## src/rtl/pfd_digital_lock.sv

```systemverilog
// Clocked tri-state phase/frequency detector with signed skew measurement,
// cycle-slip flagging and a programmable-tolerance lock detector.
module pfd_digital_lock #(
  parameter int CNT_W       = 8,
  parameter int SYNC_STAGES = 2,
  parameter int LOCK_TOL    = 2,
  parameter int LOCK_CNT    = 16
) (
  input  logic           Clk,
  input  logic           Reset,
  input  logic           Enable,
  input  logic           A,
  input  logic           B,
  output logic           UP,
  output logic           DN,
  output logic [CNT_W:0] Err,
  output logic           Err_valid,
  output logic           Slip,
  output logic           Lock
);

  localparam int GOOD_W = $clog2(LOCK_CNT + 1);
  localparam logic [CNT_W-1:0]  CNT_MAX  = '1;
  localparam logic [CNT_W-1:0]  CNT_ONE  = CNT_W'(1);
  localparam logic [CNT_W-1:0]  TOL_V    = CNT_W'(LOCK_TOL);
  localparam logic [GOOD_W-1:0] GOOD_MAX = GOOD_W'(LOCK_CNT);

  typedef enum logic [1:0] {IDLE, LEAD_A, LEAD_B} state_t;

  logic [SYNC_STAGES-1:0] a_sync_q, b_sync_q;
  logic                   a_hist_q, b_hist_q;
  logic                   a_rise, b_rise;

  state_t                 state_q, state_d;
  logic [CNT_W-1:0]       cnt_q, cnt_d, cnt_inc;
  logic [CNT_W:0]         err_q, err_d;
  logic                   err_valid_q, err_valid_d;
  logic                   slip_q, slip_d;
  logic [GOOD_W-1:0]      good_q, good_d;
  logic                   lock_q, lock_d;
  logic [CNT_W-1:0]       meas_mag;

  // Synchronisers and edge history run regardless of Enable.
  always_ff @(posedge Clk or posedge Reset) begin
    if (Reset) begin
      a_sync_q <= '0;
      b_sync_q <= '0;
      a_hist_q <= 1'b0;
      b_hist_q <= 1'b0;
    end else begin
      a_sync_q <= {a_sync_q[SYNC_STAGES-2:0], A};
      b_sync_q <= {b_sync_q[SYNC_STAGES-2:0], B};
      a_hist_q <= a_sync_q[SYNC_STAGES-1];
      b_hist_q <= b_sync_q[SYNC_STAGES-1];
    end
  end

  assign a_rise  = a_sync_q[SYNC_STAGES-1] & ~a_hist_q;
  assign b_rise  = b_sync_q[SYNC_STAGES-1] & ~b_hist_q;
  assign cnt_inc = (cnt_q == CNT_MAX) ? cnt_q : cnt_q + CNT_ONE;

  always_comb begin
    state_d     = state_q;
    cnt_d       = cnt_q;
    err_d       = err_q;
    err_valid_d = 1'b0;
    slip_d      = 1'b0;
    meas_mag    = '0;
    good_d      = good_q;
    lock_d      = (good_q == GOOD_MAX);

    unique case (state_q)
      IDLE: begin
        if (a_rise && b_rise) begin
          err_d       = '0;
          err_valid_d = 1'b1;
        end else if (a_rise) begin
          state_d = LEAD_A;
          cnt_d   = CNT_ONE;
        end else if (b_rise) begin
          state_d = LEAD_B;
          cnt_d   = CNT_ONE;
        end
      end
      LEAD_A: begin
        if (b_rise) begin
          err_d       = {1'b0, cnt_q};
          err_valid_d = 1'b1;
          meas_mag    = cnt_q;
          // A simultaneous new A edge opens the next measurement at once.
          if (a_rise) begin
            cnt_d = CNT_ONE;
          end else begin
            state_d = IDLE;
            cnt_d   = '0;
          end
        end else if (a_rise) begin
          slip_d = 1'b1;
          cnt_d  = CNT_ONE;
        end else begin
          cnt_d = cnt_inc;
        end
      end
      LEAD_B: begin
        if (a_rise) begin
          err_d       = -{1'b0, cnt_q};
          err_valid_d = 1'b1;
          meas_mag    = cnt_q;
          if (b_rise) begin
            cnt_d = CNT_ONE;
          end else begin
            state_d = IDLE;
            cnt_d   = '0;
          end
        end else if (b_rise) begin
          slip_d = 1'b1;
          cnt_d  = CNT_ONE;
        end else begin
          cnt_d = cnt_inc;
        end
      end
      default: begin
        state_d = IDLE;
        cnt_d   = '0;
      end
    endcase

    // Lock qualification; Lock itself follows the good count one cycle later.
    if (slip_d) begin
      good_d = '0;
    end else if (err_valid_d) begin
      if (meas_mag <= TOL_V) begin
        good_d = (good_q == GOOD_MAX) ? good_q : good_q + GOOD_W'(1);
      end else begin
        good_d = '0;
      end
    end

    if (!Enable) begin
      state_d     = IDLE;
      cnt_d       = '0;
      good_d      = '0;
      err_d       = err_q;
      err_valid_d = 1'b0;
      slip_d      = 1'b0;
      lock_d      = 1'b0;
    end
  end

  always_ff @(posedge Clk or posedge Reset) begin
    if (Reset) begin
      state_q     <= IDLE;
      cnt_q       <= '0;
      err_q       <= '0;
      err_valid_q <= 1'b0;
      slip_q      <= 1'b0;
      good_q      <= '0;
      lock_q      <= 1'b0;
    end else begin
      state_q     <= state_d;
      cnt_q       <= cnt_d;
      err_q       <= err_d;
      err_valid_q <= err_valid_d;
      slip_q      <= slip_d;
      good_q      <= good_d;
      lock_q      <= lock_d;
    end
  end

  assign UP        = (state_q == LEAD_A);
  assign DN        = (state_q == LEAD_B);
  assign Err       = err_q;
  assign Err_valid = err_valid_q;
  assign Slip      = slip_q;
  assign Lock      = lock_q;

endmodule

```

## config.mk

```make
export PLATFORM = sky130hd
export DESIGN_NAME = pfd_digital_lock
export DESIGN_NICKNAME = d
export VERILOG_FILES = /design/src/rtl/pfd_digital_lock.sv
export SDC_FILE = /design/constraint.sdc
export NUM_CORES = 1
export LEC_CHECK = 0
export CAP_MARGIN = 0
export CORE_MARGIN = 3
export CORE_UTILIZATION = 50
export CTS_CLUSTER_SIZE = 14
export DETAILED_ROUTE_END_ITERATION = 6
export GPL_ROUTABILITY_DRIVEN = 0
export HOLD_SLACK_MARGIN = 0.03
export PLACE_DENSITY = 0.73
export REMOVE_ABC_BUFFERS = 1
export SLEW_MARGIN = 10
export SYNTH_ARGS = -nofsm -noshare
export SYNTH_HDL_FRONTEND = slang
export SYNTH_SLANG_ARGS = --single-unit
```

## constraint.sdc

```tcl
create_clock -name Clk -period 2.4 [get_ports Clk]
set_input_delay 0.48 -clock Clk [delete_from_list [all_inputs] [get_ports Clk]]
set_output_delay 0.48 -clock Clk [all_outputs]
set_load 0.01 [all_outputs]
```

==> results.cfg <==
[timing]
setup_viol = 0
finalMaxSlewViolations = 0
finalCritPeriodShare_pct = 91.10
skew_ps = 5.547
fin_setup_tns_ps = 0
fmax_mhz = 457.4
rsz0062_at_grt = false
slew-limit-headroom_pct = 64.52
fin_crit_ps = 2186
worst_slew_pin_slew_ps = 528.4
hold_viol_final = 0

[final_layout]
final_nets = 251
fin_area_mm2 = 0.002310
drive_gt1_share_pct = 9.623
n_antenna_cell = 0
area_growth_pct = 12.70

[run]
maxCapViolCount = 0

[cts]
clk_pin_slew_ps = 60
cts_root_buf = clkbuf_8
cts_tree = yes
cts_buffers = 5
cts_num_sinks = 33
htreeDepth = 2
cts_setup_buffers = 0
clockBufferDepth = 2
clk_latency_ps = 280

[floorplan]
die_x_um = 70.02
core_mm2 = 0.003799
die_area_mm2 = 0.004903
io_pins = 19
rows = 22
die_h_um = 70.02
start_util_pct = 53.95

[pwr]
power_w = 0.001257
power.leakage_nw = 1.027
ir_worst_vdd_v = 0.0004014
power_density_mw_per_mm2 = 544.4

[worst_setup_path]
crit_chain = inv_1 -> ha_2 -> clkdlybuf4s50_1
cp-end-kind = output pin
cp.depth = 3
r2r_slack_ps = 420
worstPathRequired_ps = 1920
worst_r2r_path_depth = 7
critPathTopFamily = buffers and inverters
worstSetupPathType = reg2out
cpPeakStageDelay_ps = 590
cp_slowest_cell = clkdlybuf4s50_1
worstPathMaxFanout = 10
cp-start-kind = flip-flop
crit_buf_inv = 2
cp.arrival_ps = 1710

[place]
io_buffers = 18
hpwl_um = 2988
placed_area_mm2 = 0.002225

[drt]
drt-wirelength-per-cell_um = 14.15
dr.pass1.iters = 6
vias = 1651
ant_nets = 0
post-route-drc-count = 0
totalWireLength_um = 4061
drtIter0Drc = 115
vias_per_cell = 5.753

[synthesis]
synth.cell_area_mm2 = 0.002049
synth_cell_types = 47
synth_top_area_share_pct = 40.29
synth.area.top_cells = dfrtp_1, ha_1, nor2_1, nand2_1, nand3_1
synth_warnings = 0
avgSynthCellArea_um2 = 9.316
ys_seq_area_share_pct = 40.29
yosysTopAreaCell = dfrtp_1
netlist_instances = 220
synth_seq_cells = 33

[grt]
grt_pass1_vias = 1492
grt_pass1_wl_um = 7010
grt_max_degree = 34
gr-total-overflow = 0
antenna_found_initial = 0
grtUsageTotal_pct = 17.48

[hold_path]
holdPathStages = 0
hp-class = reg2reg

[outcome]
status = finished, final reports clean
## placed cells by master, fill, tap and decap left out, types with 4 or more instances in the layout
master,Yosys,final
nand2_1,20,20
nand3_1,14,14
mux2i_1,6,6
nor2_1,24,24
nand2b_1,4,4
buf_4,5,5
a21oi_1,11,11
ha_1,8,6
clkbuf_8,0,5
clkdlybuf4s50_1,0,18
inv_1,13,13
nand4_1,6,6
o21ai_0,13,13
nor3_1,7,7
dfrtp_1,33,33
## routing by layer
metal  track usage, %  wire (um)
met3            4.892        186
met1            24.50       1975
met4            5.532         71
met5                0          0
met2            26.13       1827
## power by group
part           switching (W)  leakage [nW]  total (W)  internal [W]
Sequential         0.0000285         0.441   0.000613      0.000585
Combinational       0.000154         0.546   0.000254     0.0000993
Clock               0.000185        0.0395   0.000391      0.000206
## through the flow
step	worst slack (ps)	instances	hold WS, ps	util (%)
final	213.6	287	349.7	60.80
after global routing	135.6	287	356.7	60.80
after CTS	61.09	287	354.4	60.67
after detailed placement	336.9	279	340.3	58.56
after global placement	357.2	279	336.2	58.56
after floorplan	510.4	208	331.2	-
## path summary, 6_finish.rpt
| path | to | startpoint |
|---|---|---|
| worst max-delay path | UP | state_q[1] |
| worst min-delay path | b_sync_q[1] | b_sync_q[0] |
| max in group asynchronous | state_q[0] | Reset |
| worst max register to register | good_q[0] | state_q[1] |
| worst min register to register | b_sync_q[1] | b_sync_q[0] |
| min in group asynchronous | Slip | Reset |
## sequential cells by signal (all words and copies together) (netlist names)
name	count
Err	9
Err_valid	1
Lock	1
Slip	1
a_hist_q	1
a_sync_q	2
b_hist_q	1
b_sync_q	2
cnt_q	8
good_q	5
state_q	2
## Yosys cell counts, drive strengths merged
library cell   n
nand3         14
nor3b          1
inv           13
a221o          1
a22oi          4
nor4           2
nor2b          3
nor2          24
a21o           1
a2bb2oi        2
clkbuf         1
o211ai         3
o21ai         15
nand2         22
o21a           1
and3           2
a21oi         11
nand4bb        1
xnor2          1
a32oi          1
nor3          10
and2           1
o31ai          2
buf           11
ha             8
nand4b         2
o22ai          2
xor2           3
or3            1
a211oi         3
nand2b         4
mux2i          6
a41oi          1
o2111ai        1
o22a           2
dfrtp         33
and4           1
nand4          6
## cells by family (layout without fill, tap and decap cells)
| logic type | count (synthesis) | count (layout) | synth area share (%) |
|---|---|---|---|
| muxes | 6 | 6 | 2.931 |
| buffers and inverters | 25 | 44 | 7.387 |
| AOI/OAI and AO/OA | 50 | 50 | 17.15 |
| adders and majority gates | 8 | 8 | 4.884 |
| and+or+nand+nor | 94 | 94 | 25.64 |
| DFF | 33 | 33 | 40.29 |
| xor gates and xnor gates | 4 | 4 | 1.710 |
## timing repair
action / CTS / global route
setup endpoints to repair: 0 / 2
resized for setup: 0 / 2
hold buffers: 0 / 0
## cell type report
| cell class | instances | area [um2] |
|---|---|---|
| clock buffer | 8 | 80.08 |
| fill | 334 | 1489 |
| sequential | 33 | 825.8 |
| multi-input combinational | 162 | 1077 |
| timing repair buffer | 23 | 217.7 |
| tap | 48 | 60.06 |
| inverter | 13 | 48.80 |
Note: power is estimated with default switching activity, not from simulation.
